===== src/rtl/cab_master_nb.sv =====
// CAB master bridge: turns one REG_DW-bit register access into a header beat plus
// REG_DW/CAB_DW data beats on the CAB bus, with a read-response timeout.
module cab_master_nb #(
    parameter int CAB_DW  = 16,
    parameter int REG_DW  = 32,
    parameter int AW      = 16,
    parameter int LAN_W   = 1,
    parameter int TMO_CYC = 255
) (
    input  logic              clk,
    input  logic              rst_n,
    output logic              xxo_cab_mreq,
    output logic [CAB_DW-1:0] xxo_cab_mwdata,
    input  logic              cab_xxo_mreq_rdy,
    input  logic              cab_xxo_mdn,
    input  logic [CAB_DW-1:0] cab_xxo_mrdata,
    input  logic              xxi_cab_mreq,
    input  logic [LAN_W-1:0]  xxi_cab_mlan,
    input  logic [AW-1:0]     xxi_cab_maddr,
    input  logic [REG_DW-1:0] xxi_cab_mwdata,
    input  logic              xxi_cab_mwr,
    output logic              cab_xxi_mreq_rdy,
    output logic              cab_xxi_mdn,
    output logic              cab_xxi_merr,
    output logic [REG_DW-1:0] cab_xxi_mrdata
);

    localparam int NBEAT = REG_DW / CAB_DW;
    localparam int AFW   = CAB_DW - LAN_W - 1;
    localparam int BCW   = $clog2(NBEAT);
    localparam int TCW   = (TMO_CYC > 1) ? $clog2(TMO_CYC) : 1;
    localparam bit TMO_EN = (TMO_CYC > 0);
    localparam logic [BCW-1:0] LAST_BEAT = BCW'(NBEAT - 1);
    localparam logic [TCW-1:0] TMO_LAST  = TCW'((TMO_CYC > 0) ? TMO_CYC - 1 : 0);

    typedef enum logic [3:0] {
        IDLE = 4'b0001,
        ADDR = 4'b0010,
        WDAT = 4'b0100,
        RDAT = 4'b1000
    } state_t;

    state_t state, state_nxt;

    logic [AFW-1:0]    addr_q;
    logic [LAN_W-1:0]  lan_q;
    logic              wr_q;
    logic [REG_DW-1:0] wdata_q;
    logic [REG_DW-1:0] rdata_q;
    logic [BCW-1:0]    beat_q;
    logic [TCW-1:0]    tmo_q;
    logic              rdy_q;
    logic              mdn_q;
    logic              merr_q;

    logic capture;
    logic hdr_done;
    logic beat_adv;
    logic rd_store;
    logic rd_done;
    logic rd_tmo;

    // Only maddr[AFW+1:2] is carried in the header; the rest is don't-care.
    logic unused_addr;
    assign unused_addr = ^xxi_cab_maddr;

    always_ff @(posedge clk or negedge rst_n) begin
        if (!rst_n) begin
            state <= IDLE;
        end else begin
            state <= state_nxt;
        end
    end

    always_comb begin
        state_nxt      = state;
        xxo_cab_mreq   = 1'b0;
        xxo_cab_mwdata = '0;
        capture        = 1'b0;
        hdr_done       = 1'b0;
        beat_adv       = 1'b0;
        rd_store       = 1'b0;
        rd_done        = 1'b0;
        rd_tmo         = 1'b0;
        case (state)
            IDLE: begin
                if (xxi_cab_mreq) begin
                    capture   = 1'b1;
                    state_nxt = ADDR;
                end
            end
            ADDR: begin
                xxo_cab_mreq   = 1'b1;
                xxo_cab_mwdata = {addr_q, lan_q, wr_q};
                if (cab_xxo_mreq_rdy) begin
                    hdr_done  = 1'b1;
                    state_nxt = wr_q ? WDAT : RDAT;
                end
            end
            WDAT: begin
                xxo_cab_mreq   = 1'b1;
                xxo_cab_mwdata = wdata_q[beat_q*CAB_DW +: CAB_DW];
                if (cab_xxo_mreq_rdy) begin
                    beat_adv = 1'b1;
                    if (beat_q == LAST_BEAT) begin
                        state_nxt = IDLE;
                    end
                end
            end
            RDAT: begin
                // A beat arriving on the terminal count takes priority over the timeout.
                if (cab_xxo_mdn) begin
                    rd_store = 1'b1;
                    if (beat_q == LAST_BEAT) begin
                        rd_done   = 1'b1;
                        state_nxt = IDLE;
                    end
                end else if (TMO_EN && tmo_q == TMO_LAST) begin
                    rd_tmo    = 1'b1;
                    state_nxt = IDLE;
                end
            end
            default: state_nxt = IDLE;
        endcase
    end

    always_ff @(posedge clk or negedge rst_n) begin
        if (!rst_n) begin
            addr_q  <= '0;
            lan_q   <= '0;
            wr_q    <= 1'b0;
            wdata_q <= '0;
            rdata_q <= '0;
            beat_q  <= '0;
            tmo_q   <= '0;
            rdy_q   <= 1'b1;
            mdn_q   <= 1'b0;
            merr_q  <= 1'b0;
        end else begin
            rdy_q  <= (state_nxt == IDLE);
            mdn_q  <= rd_done | rd_tmo;
            merr_q <= rd_tmo;
            if (capture) begin
                addr_q <= xxi_cab_maddr[AFW+1:2];
                lan_q  <= xxi_cab_mlan;
                wr_q   <= xxi_cab_mwr;
                if (xxi_cab_mwr) begin
                    wdata_q <= xxi_cab_mwdata;
                end else begin
                    rdata_q <= '0;
                end
            end
            if (hdr_done) begin
                beat_q <= '0;
                tmo_q  <= '0;
            end else if (beat_adv) begin
                beat_q <= beat_q + 1'b1;
            end else if (rd_store) begin
                rdata_q[beat_q*CAB_DW +: CAB_DW] <= cab_xxo_mrdata;
                beat_q <= beat_q + 1'b1;
                tmo_q  <= '0;
            end else if (state == RDAT) begin
                tmo_q <= tmo_q + 1'b1;
            end
        end
    end

    assign cab_xxi_mreq_rdy = rdy_q;
    assign cab_xxi_mdn      = mdn_q;
    assign cab_xxi_merr     = merr_q;
    assign cab_xxi_mrdata   = rdata_q;

endmodule


===== config.mk =====
export PLATFORM = sky130hd
export DESIGN_NAME = cab_master_nb
export DESIGN_NICKNAME = d
export VERILOG_FILES = /design/src/rtl/cab_master_nb.sv
export SDC_FILE = /design/constraint.sdc
export NUM_CORES = 1
export LEC_CHECK = 0
export ABC_AREA = 1
export CAP_MARGIN = 0
export CORE_UTILIZATION = 59
export CTS_BUF_LIST = sky130_fd_sc_hd__clkbuf_2 sky130_fd_sc_hd__clkbuf_4 sky130_fd_sc_hd__clkbuf_8
export CTS_CLUSTER_SIZE = 20
export DETAILED_ROUTE_END_ITERATION = 10
export DONT_BUFFER_PORTS = 1
export PLACE_DENSITY_LB_ADDON = 0.1
export REMOVE_ABC_BUFFERS = 1
export SKIP_CTS_REPAIR_TIMING = 1
export SYNTH_ARGS = -nofsm -noshare
export SYNTH_HDL_FRONTEND = slang
export SYNTH_SLANG_ARGS = --single-unit
export TNS_END_PERCENT = 50

===== constraint.sdc =====
create_clock -name clk -period 1.5 [get_ports clk]
set_clock_uncertainty 0.2 [all_clocks]
set_input_delay 0.225 -clock clk [delete_from_list [all_inputs] [get_ports clk]]
set_output_delay 0.225 -clock clk [all_outputs]
set_load 0.01 [all_outputs]

# Word level (Yosys, flattened, before mapping)
# Index checks and enable logic that the tools add are counted.
[op_classes]
addsub = 3
mul = 0
div = 0
order_cmp = 0
n_eq_ne = 7
shift = 3
n_mux = 36
bitwise = 1
n_reduce_logical = 5
[op_table]
columns = ["op", "count"]
rows = [
  ["32-bit two-way mux", 5],
  ["5-bit negator with 34-bit output", 1],
  ["16-bit by 34-bit variable shift with 32-bit output (first input constant)", 1],
  ["16-bit by 34-bit variable part select with 32-bit output", 1],
  ["32-bit bitwise mux", 1],
  ["8-bit two-way mux", 4],
  ["16-bit case mux with 2 select lines", 1],
  ["32-bit by 6-bit variable part select with 16-bit output", 1],
  ["4-bit two-way mux", 7],
  ["1-bit two-way mux", 17],
  ["4-bit case mux with 4 select lines", 1],
  ["8-bit by 1-bit adder with 8-bit output (second input constant)", 1],
  ["4-bit by 1-bit equality test with 1-bit output (second input constant)", 2],
  ["8-bit equality test (second input constant)", 1],
  ["3-bit nonzero test", 2],
  ["4-bit by 2-bit equality test with 1-bit output (second input constant)", 1],
  ["4-bit by 3-bit equality test with 1-bit output (second input constant)", 1],
  ["4-bit equality test (second input constant)", 1],
  ["2-bit AND reduction", 2],
  ["2-bit != test (second input constant)", 1],
  ["2-bit OR reduction", 1],
  ["1-bit adder (second input constant)", 1],
  ["1-bit bitwise OR", 1],
]
[word_totals]
register_bits = 96
latch_bits = 0
mem_bits_rw = 0
romBits = 0
inputBits = 71
out_inout_bits = 52
n_memories = 0

# Logic depth before layout (Yosys ltp)
[logic_depth]
depth_word = 7
mapped_depth = 8

# Worst setup path after synthesis
# No wires, ideal clock.
[synth_timing]
kind = "register to output"
start = "reg state[1]"
end = "out xxo_cab_mwdata[10]"
t_arrival_ps = 1368
setup_slack_ps = -293
path_stages_with_launch = 5
n_path_buf = 1
cell_sequence = "dfrtp_1 -> nor2_1 -> nand3_2 -> buf_2 -> o31ai_1"
[synth_via]
elab_chain_cells = 2
word_cells_on_any_way = 3
[synth_lines]
columns = ["item", "line", "text"]
rows = [
  ["start: declaration", "43", "state_t state, state_nxt;"],
  ["start signal: assignment", "71", "state <= state_nxt;"],
  ["4-bit by 3-bit equality test with 1-bit output / 4-bit by 2-bit equality test with 1-bit output (equally long branches)", "85", "case (state)"],
  ["16-bit case mux with 2 select lines (*)", "85", ""],
  ["end: declaration", "13", "output logic [CAB_DW-1:0] xxo_cab_mwdata,"],
]
# Mark *: on every way between the ends. The rest lies on a longest branch, timed or not.

# Worst setup path in the final report
[layout_timing]
start = "reg beat_q"
end = "out xxo_cab_mwdata[5]"
[layout_via]
elab_chain_cells = 2
[layout_lines]
columns = ["item", "line", "text"]
rows = [
  ["start: declaration", "50", "logic [BCW-1:0] beat_q;"],
  ["start signal: assignment", "157", "beat_q <= beat_q + 1'b1;"],
  ["start signal: assignment", "160", "beat_q <= beat_q + 1'b1;"],
  ["32-bit by 6-bit variable part select with 16-bit output", "102", "xxo_cab_mwdata = wdata_q[beat_q*CAB_DW +: CAB_DW];"],
  ["16-bit case mux with 2 select lines", "85", ""],
]
# No other way between the ends.

==> metrics <==
worst reg2reg setup slack -390 ps; cell accounting for the most synthesized area dfrtp_1; r2r endpoint wdata_q[21]; Setup Crit Path Kind reg2out; cell count after placement 647; drt drc 0; Worst R2R Path Depth 9; most frequent cells after synthesis 145 x nand2_1, 94 x dfrtp_1, 86 x nand3_1; Final Power slightly below 10 mW; hold_ws -655 ps; max-capacitance violation count 0; Placer Congestion 0.834; most frequent cell after synthesis nand2_1; layout cell share with drive strength beyond 1 24.1%; final setup TNS -36360 ps; Finished Cell Area 6210 µm²; GRT Overall Usage 25.8%; Crit path arrival time roughly 1600 ps; Filler cells 385; Post-Syn Instances 524; initial drt markers 454; global-route wire length before repair 15400 µm; CP endpoint kind output port; fin nets 712; maximum clock path buffer count 2; 1st-pass router iterations 5; sequential share of the synthesized area a little over half; Multi-input gate area 1930 µm²; Period minus WS final 2000 ps; placed inst area 4830 µm²; initial antenna violation count 0; worst path required time around 1100 ps; Register Area between 2000 and 2500 µm²; routed vias/inst 5.77; Die Span X 88.6 µm; mapped cell area between 4000 and 5000 µm²; largest cells by area after synthesis dfrtp_1 53%, nand2_1 12%, nand3_1 9.7%; post-synth cell types 30; crit path cell chain inv_2, buf_6, nor2_1, o31ai_2, buf_4; worst hold path type in2async; Crit path largest cell delay between 400 and 500 ps; htree depth 3; PD cells roughly 1600 nW/µm²; EDFF count, synth 0; Setup WS post-layout -500 ps; final core occ between 80% and 90%; RSZ-0062 raised after global routing true; Synth Register Bits 96; fin. max-slew vios 0; Tcrit/Tclk final 133%; CTS tree built; R2R Path Start state[0]; dpl ws -185 ps; cell class contributing the biggest share of worst-path delay flip-flops; status complete, but fails checks; die height between 80 and 90 µm; slew at the pin closest to its max-slew limit between 200 and 300 ps; Final setup viols 110; main flop type after synthesis dfrtp_1; number of CTS-inserted buffers 9; Peak Freq 0.500 GHz; CP Launch Type flip-flop; post-detail-place hpwl 6740 µm; Peak VDD IR 1190 µV; via count 4288; failing checks hold timing, setup timing; I/O Buffers 0; warnings from Yosys 0; root buf cell clkbuf_8; slowest CP cell dfrtp_1; Overflow after GRT 0; final cell count without fillers ~740; register clock-pin slew on the reported worst setup and hold paths 100 ps; Slew headroom 81.0%; CP Buf/Inv Count 3; row count 31; Synth top area share 53.1%; full die area about 7900 µm²; Post-synth ARST share 100%; Hold Fails Final Rpt 96; clock latency on the worst-skew pair 360 ps; starting density of the core between 60 and 70%; Static Leak around 3.1 nW; Post-DRT Antenna Nets 0; largest net degree at the start of global routing 97; Mean Syn Cell Area 8.45 µm²; Routed WL about 13000 µm; ANT cells 0; mean routed wirelength per cell roughly 17 µm; crit-path max FO 10; Core Area 7250 µm²; number of global-route vias before repair 3351; I/O pin count 123; area delta synth->final 40.2%; clk sink count 96
[area by class of cell]
| type | instances | area share (%) |
|---|---|---|
| Tap cell | 99 | 2.00 |
| Clock inverter | 6 | 1.21 |
| Clock buffer | 10 | 2.22 |
| Multi-Input combinational cell | 358 | 31.1 |
| Timing Repair Buffer | 132 | 21.9 |
| Inverter | 42 | 2.78 |
| Sequential cell | 96 | 38.8 |
[where the power goes]
| part | internal (mW) | switching (mW) |
|---|---|---|
| logic | 1.74 | 2.22 |
| clock network | 0.844 | 0.988 |
| registers | 3.42 | 0.628 |
| total | 6.00 | 3.83 |
[state kept, by name (all words and copies together) (netlist names)]
name / cells
beat_q: 1
state: 4
addr_q: 14
tmo_q: 8
cab_xxi_merr: 1
wdata_q: 32
cab_xxi_mdn: 1
cab_xxi_mreq_rdy: 1
lan_q: 1
wr_q: 1
cab_xxi_mrdata: 32
[how the worst max path moves through the flow]
stage / start / endpoint / slack, ps / cells past startpoint
after CTS: state[1] / xxo_cab_mwdata[5] / -580 / 5
after global placement: state[1] / xxo_cab_mwdata[14] / -140 / 5
final: beat_q / xxo_cab_mwdata[5] / -500 / 5
after global routing: state[1] / xxo_cab_mwdata[5] / -560 / 5
after detailed placement: state[0] / wdata_q[16] / -190 / 7
after floorplan: state[2] / cab_xxi_mrdata[2] / -830 / 6
[per-layer routing]
| metal | up-vias | part of all wire [%] | global-route usage [%] |
|---|---|---|---|
| met5 | - | 0 | 0 |
| met4 | 0 | 2.2 | 8.50 |
| met3 | 37 | 7.0 | 5.97 |
| met2 | 232 | 52 | 43.0 |
| met1 | 2073 | 39 | 33.6 |
| li1 | 1946 | - | - |
[logic make-up after synthesis]
logic type	after synthesis	share of synthesized area [%]
buffers and inverters	70	7.35
DFF	96	54.3
AOI/OAI and AO/OA	63	8.59
and+or+nand+nor	293	29.2
adders and majority gates	2	0.565
[cell usage in the layout, fill, tap and decap left out, drive strengths merged]
| cell type | n |
|---|---|
| clkinvlp | 1 |
| nor3 | 1 |
| dlygate4sd3 | 67 |
| nor2 | 46 |
| or2 | 1 |
| o31ai | 15 |
| nand4 | 5 |
| nand3 | 90 |
| o21bai | 1 |
| clkinv | 1 |
| nand2 | 149 |
| o21ai | 39 |
| nand3b | 1 |
| clkbuf | 14 |
| dfstp | 2 |
| buf | 61 |
| o22ai | 2 |
| bufinv | 1 |
| dfrtp | 94 |
| inv | 45 |
| a21oi | 6 |
| ha | 2 |
Note: power is estimated with default switching activity, not from simulation.
